==> config.mk <==
export PLATFORM = sky130hd
export DESIGN_NAME = rom_stream_reader
export DESIGN_NICKNAME = d
export VERILOG_FILES = /design/src/rtl/rom_pkg.sv /design/src/rtl/sync_fifo.sv /design/src/rtl/rom_stream_reader.sv
export SDC_FILE = /design/constraint.sdc
export NUM_CORES = 1
export LEC_CHECK = 0
export ABC_AREA = 1
export BUFFER_PORTS_ARGS = -buffer_cell sky130_fd_sc_hd__buf_2
export CORE_ASPECT_RATIO = 1.1
export CORE_MARGIN = 4
export CORE_UTILIZATION = 35
export CTS_CLUSTER_DIAMETER = 60
export DETAILED_ROUTE_END_ITERATION = 8
export GPL_ROUTABILITY_DRIVEN = 0
export PLACE_DENSITY = 0.57
export SKIP_CTS_REPAIR_TIMING = 1
export SLEW_MARGIN = 5
export SYNTH_ARGS = -nofsm -noshare
export SYNTH_HDL_FRONTEND = slang
export SYNTH_SLANG_ARGS = --single-unit
==> constraint.sdc <==
create_clock -name clk -period 4.5 [get_ports clk]
set_input_delay 0.9 -clock clk [delete_from_list [all_inputs] [get_ports clk]]
set_output_delay 0.9 -clock clk [all_outputs]
set_load 0.05 [all_outputs]
==> src/rtl/rom_pkg.sv <==
// rom_pkg: shared FSM encoding and default widths
// for the ROM stream reader.
package rom_pkg;

    localparam int ROM_ADDR_WIDTH = 8;
    localparam int ROM_DATA_WIDTH = 32;

    typedef enum logic [1:0] {
        ST_IDLE  = 2'd0,
        ST_FETCH = 2'd1,
        ST_DRAIN = 2'd2
    } state_e;

endpackage

==> src/rtl/sync_fifo.sv <==
// sync_fifo: single-clock FIFO whose push and pop may
// coincide on any cycle, including when full.
module sync_fifo
    import rom_pkg::*;
#(
    parameter int DATA_WIDTH = ROM_DATA_WIDTH,
    parameter int DEPTH      = 4
) (
    input  logic                   clk,
    input  logic                   rst_n,
    input  logic                   push,
    input  logic [DATA_WIDTH-1:0]  push_data,
    input  logic                   pop,
    output logic [DATA_WIDTH-1:0]  head,
    output logic [$clog2(DEPTH):0] count
);

    localparam int AW = $clog2(DEPTH);
    localparam logic [AW:0] FULL = (AW+1)'(DEPTH);

    logic [DATA_WIDTH-1:0] mem_q [DEPTH];
    logic [AW-1:0]         wr_ptr_q, wr_ptr_d;
    logic [AW-1:0]         rd_ptr_q, rd_ptr_d;
    logic [AW:0]           count_q, count_d;
    logic                  do_push, do_pop;

    always_comb begin
        do_pop   = pop && (count_q != '0);
        // a full FIFO still accepts a word if one leaves
        do_push  = push && ((count_q != FULL) || do_pop);
        wr_ptr_d = wr_ptr_q + AW'(do_push);
        rd_ptr_d = rd_ptr_q + AW'(do_pop);
        count_d  = count_q;
        if (do_push && !do_pop) begin
            count_d = count_q + 1'b1;
        end else if (!do_push && do_pop) begin
            count_d = count_q - 1'b1;
        end
    end

    always_ff @(posedge clk) begin
        if (!rst_n) begin
            wr_ptr_q <= '0;
            rd_ptr_q <= '0;
            count_q  <= '0;
        end else begin
            wr_ptr_q <= wr_ptr_d;
            rd_ptr_q <= rd_ptr_d;
            count_q  <= count_d;
        end
    end

    always_ff @(posedge clk) begin
        if (do_push) begin
            mem_q[wr_ptr_q] <= push_data;
        end
    end

    assign head  = (count_q != '0) ? mem_q[rd_ptr_q] : '0;
    assign count = count_q;

endmodule

==> src/rtl/rom_stream_reader.sv <==
// rom_stream_reader: bursts words from a 1-cycle ROM into a
// valid/ready stream. ROM_STREAM_READER_CHECKSUM_EN adds checksum.
module rom_stream_reader
    import rom_pkg::*;
#(
    parameter int ADDR_WIDTH = ROM_ADDR_WIDTH,
    parameter int DATA_WIDTH = ROM_DATA_WIDTH,
    parameter int FIFO_DEPTH = 4
) (
    input  logic                  clk,
    input  logic                  rst_n,
    input  logic                  start,
    input  logic [ADDR_WIDTH-1:0] base_addr,
    input  logic [ADDR_WIDTH:0]   length,
    output logic                  busy,
    output logic                  done,
    output logic [ADDR_WIDTH-1:0] rom_addr,
    output logic                  rom_en,
    input  logic [DATA_WIDTH-1:0] rom_data,
    output logic [DATA_WIDTH-1:0] m_data,
    output logic                  m_valid,
    input  logic                  m_ready
`ifdef ROM_STREAM_READER_CHECKSUM_EN
    ,
    output logic [DATA_WIDTH-1:0] checksum
`endif
);

    localparam int CW = $clog2(FIFO_DEPTH) + 1;
    localparam logic [CW:0] DEPTH_V = (CW+1)'(FIFO_DEPTH);

    state_e                state_q, state_d;
    logic [ADDR_WIDTH-1:0] base_q, base_d;
    logic [ADDR_WIDTH:0]   len_q, len_d;
    logic [ADDR_WIDTH:0]   issued_q, issued_d;
    logic [ADDR_WIDTH:0]   issued_nx;
    logic                  inflight_q, inflight_d;
    logic                  done_q, done_d;
    logic [CW-1:0]         fifo_count;
    logic [CW:0]           occ;
    logic                  pop;

    sync_fifo #(
        .DATA_WIDTH(DATA_WIDTH),
        .DEPTH     (FIFO_DEPTH)
    ) u_fifo (
        .clk      (clk),
        .rst_n    (rst_n),
        .push     (inflight_q),
        .push_data(rom_data),
        .pop      (pop),
        .head     (m_data),
        .count    (fifo_count)
    );

    assign m_valid   = (fifo_count != '0);
    assign pop       = m_valid && m_ready;
    assign occ       = {1'b0, fifo_count} + (CW+1)'(inflight_q);
    assign issued_nx = issued_q + 1'b1;

    always_comb begin
        state_d  = state_q;
        base_d   = base_q;
        len_d    = len_q;
        issued_d = issued_q;
        done_d   = 1'b0;
        rom_en   = 1'b0;
        unique case (state_q)
            ST_IDLE: begin
                if (start) begin
                    if (length == '0) begin
                        done_d = 1'b1;
                    end else begin
                        state_d  = ST_FETCH;
                        base_d   = base_addr;
                        len_d    = length;
                        issued_d = '0;
                    end
                end
            end
            ST_FETCH: begin
                // never issue more than the FIFO can absorb
                rom_en = (issued_q < len_q) && (occ < DEPTH_V);
                if (rom_en) begin
                    issued_d = issued_nx;
                    if (issued_nx == len_q) begin
                        state_d = ST_DRAIN;
                    end
                end
            end
            ST_DRAIN: begin
                if (pop && !inflight_q
                    && fifo_count == CW'(1)) begin
                    state_d = ST_IDLE;
                    done_d  = 1'b1;
                end
            end
            default: state_d = ST_IDLE;
        endcase
        inflight_d = rom_en;
    end

    always_ff @(posedge clk) begin
        if (!rst_n) begin
            state_q    <= ST_IDLE;
            base_q     <= '0;
            len_q      <= '0;
            issued_q   <= '0;
            inflight_q <= 1'b0;
            done_q     <= 1'b0;
        end else begin
            state_q    <= state_d;
            base_q     <= base_d;
            len_q      <= len_d;
            issued_q   <= issued_d;
            inflight_q <= inflight_d;
            done_q     <= done_d;
        end
    end

    assign busy     = (state_q != ST_IDLE);
    assign done     = done_q;
    assign rom_addr = base_q + issued_q[ADDR_WIDTH-1:0];

`ifdef ROM_STREAM_READER_CHECKSUM_EN
    logic [DATA_WIDTH-1:0] csum_q, csum_d;

    always_comb begin
        csum_d = csum_q;
        if (state_q == ST_IDLE && start) begin
            csum_d = '0;
        end else if (pop) begin
            csum_d = csum_q ^ m_data;
        end
    end

    always_ff @(posedge clk) begin
        if (!rst_n) begin
            csum_q <= '0;
        end else begin
            csum_q <= csum_d;
        end
    end

    assign checksum = csum_q;
`endif

endmodule

==> summary.txt <==
Placed design
  – I/O Buffers: 96
  – Dpl ws: 1.24 ns
  – Detailed Place HPWL: 10.3 mm

Route
  – Drt first-iter violations: 271
  – Post-route DRC: 0
  – Via count: 5160
  – Initial DRT Pass Iterations: 4
  – Routed WL per cell: 15.1 microns
  – Post-Route WL: 16.3 mm
  – Via/cell ratio: 4.80
  – Final ANT Viol Nets: 0

Run
  – Max-cap violations: 0

Yosys
  – Syn_area_per_cell: 10.3 sq um
  – Post-synth top cells: nor2_1 (167), edfxtp_1 (128), o21ai_0 (90), a21oi_1 (60), nand2_1 (53)
  – Sequential element share of the synthesized area: 62.8%
  – Number of synthesized flops with an enable pin: 128
  – Seq cells post-synth: 165
  – Area leader, netlist: edfxtp_1
  – Cells after Synth: 709
  – Post-Syn Nets: 787
  – Fraction of registers with async set/reset: 0%
  – Most common cell in the netlist: nor2_1
  – Number of synthesis warnings: 0
  – Area contributors post-synth: edfxtp_1 (53%), dfxtp_1 (10%), nor2_1 (8.6%)
  – Ys flop type: edfxtp_1
  – Synth Cell Area: 7300 sq um
  – Post-synth top area share: 52.7%
  – Netlist cell types: 35

Power and ir drop
  – Seq pwr share: 35.3%
  – Maximum VDD drop: 259 uV
  – Comb power frac: 35.3%
  – Power Density: 583 nW/um^2
  – Clock share of power: 29.3%
  – Internal: 2.95 mW
  – NetSw: 2.13 mW
  – Leakage power: 3.39 nW
  – Sw Share: 41.9%

STA
  – Max Freq: 280 MHz
  – Minimum clock period: 3.58 ns
  – Setup Viol. Count Final: 0
  – Worst slew pin tran: 1.06 ns
  – Final WS setup: 0.925 ns
  – Fin Hold WS: 0.487 ns
  – Final slew viol count: 0
  – Setup TNS: 0 ns
  – Worst slew margin: 28.8%
  – Crit share post-route: 79.5%
  – Clock skew: 0.0114 ns
  – Unrepaired setup endpoints after global routing: no
  – Final Hold Vio Count: 0

Critical path
  – Max FO, Critical Path: 41
  – R2R setup slack: 1.96 ns
  – Largest delay contributor family on the critical path: buffers and inverters
  – Worst Path Arrival: 2.68 ns
  – Crit-path max cell delay: 0.81 ns
  – Worst EP required: 3.60 ns
  – CP bufs+invs: 3
  – CP Capture Type: primary output
  – Worst reg2reg startpoint: u_fifo.count[0]
  – Slowest CP cell: clkinv_1
  – Crit start category: flip-flop
  – Length in cells of the worst reg-to-reg path: 6
  – Cell Chain, Critical Path: clkinv_1 -> buf_4 -> o21ai_0 -> a21oi_1 -> buf_2
  – FF-to-FF End: u_fifo.mem_q[0][26]
  – Critical path type: reg2out

Clock network
  – Clock slew at reported path FFs: 0.07 ns
  – Clock tree root driver cell: clkbuf_16
  – Num Clock Sinks: 165
  – Clk buf depth: 2
  – TritonCTS clock tree: yes
  – H-Tree Depth: 4
  – Clk_lat worst skew: 0.42 ns
  – TritonCTS buffer count: 17

Outcome
  – Status: finished clean

Finish
  – Multi-input logic area: 2440 sq um
  – Final Net Count: 884
  – Reg area: 4590 sq um
  – Layout cells sized above 1: 20.9%
  – Filler cell count: 1970
  – Layout area overhead: 19.4%

Die
  – FP Rows: 55
  – Die width: 146 microns
  – Die Ht: 159 microns
  – I/O Pins: 97
  – Core Area: 20500 sq um
  – Die ar.: 23200 sq um
  – Starting Density: 35.6%

Hold path
  – Worst hold start: state_q[0]
  – Worst hold path type: reg2reg
  – Worst hold path stage count: 2
  – Hold path endpoint: state_q[0]

Global routing
  – Antenna violations before repair: 2
  – Total GRT Usage: 14.1%
  – Largest net degree at the start of global routing: 66
  – First-pass GRT wire length: 26.0 mm
  – Vias in the first global route: 4937
  – Remaining Overflow, GRT: 0
[layer usage]
layer,up-vias,track usage [%],wire [microns],share of wire (%)
met5,-,0,15,0.092
li1,2629,-,-,-
met4,2,4.79,301,1.8
met2,112,24.6,7890,48
met1,2391,17.1,7340,45
met3,26,3.50,749,4.6
[sequential cells by signal, indices dropped and copies added, names as in the netlist, 2 cells and up]
| signal | flops |
|---|---|
| issued_q | 9 |
| state_q | 2 |
| u_fifo.rd_ptr_q | 2 |
| base_q | 8 |
| u_fifo.count | 3 |
| u_fifo.mem_q | 128 |
| u_fifo.wr_ptr_q | 2 |
| len_q | 9 |
[power by group through the flow]
stage / Combinational, mW / Sequential, mW / Clock (mW)
after floorplan: 1.38 / 1.81 / 0
after global placement: 1.80 / 1.82 / 0
after detailed placement: 1.81 / 1.83 / 0
after CTS: 1.82 / 1.79 / 1.53
after global routing: 1.95 / 1.80 / 1.60
final: 1.79 / 1.79 / 1.49
[worst min-delay path, delay by kind of cell, from the launching register on]
kind / cells / cell delay (ns)
flops: 1 / 0.32
simple gates: 1 / 0.08
compound gates: 1 / 0.04
[final cells by class]
cell class | count | area share (%)
inverters | 50 | 2.15
clock inverters | 15 | 2.27
diodes | 1 | 0.0287
clock buffers | 17 | 4.88
flip-flops and latches | 165 | 52.6
repair buffers | 106 | 6.38
well taps | 256 | 3.68
multi-input cells | 466 | 28.0
[layout by cell type, fill, tap and decap left out, types with 3 or more instances in the layout]
master and instances:
clkbuf_16 17, nand2_2 7, nor3_2 5, nand3_2 4, dfxtp_1 36, nor2_2 3, buf_4 10, buf_2 96
a21oi_1 60, nor2_4 5, nand3_1 17, inv_8 6, edfxtp_1 128, ha_1 24, xor2_1 6, o21ai_0 90
nor2_1 167, clkinv_8 4, nand2_1 53, xnor2_1 6, inv_1 44, inv_2 4
[per-stage QoR]
stage	utilization, %	cells	power [mW]	instance area, sq um
5_1_grt	42.5	1076	5.35	8710
3_5_place_dp	39.4	1043	3.63	8090
3_3_place_gp	39.4	1043	3.63	8090
2_1_floorplan	-	709	3.19	7300
4_1_cts	42.5	1075	5.13	8710
6_report	42.5	1076	5.08	8710
[worst max-delay path by stage]
stage	startpoint	end	slack (ns)	cells past startpoint
CTS	u_fifo.rd_ptr_q[0]	m_data[2]	0.79	5
floorplan	m_ready	u_fifo.mem_q[0][0]	0.57	4
finish	u_fifo.rd_ptr_q[0]	m_data[8]	0.92	5
global placement	u_fifo.rd_ptr_q[0]	m_data[8]	1.37	5
global route	u_fifo.rd_ptr_q[0]	m_data[2]	0.56	5
detailed placement	u_fifo.rd_ptr_q[0]	m_data[2]	1.24	5
[kinds of logic (layout without fill, tap and decap cells)]
logic type      Yosys count  after routing  synth area share (%)
compound gates          161            161                  11.4
simple gates            268            268                  15.8
flops                   165            165                  62.8
buf+inv                  78            188                  4.10
other cells               0              1                     0
xor+xnor                 12             12                  1.44
fa+ha+maj                25             25                  4.39
Power figures use the tool's default switching activity.
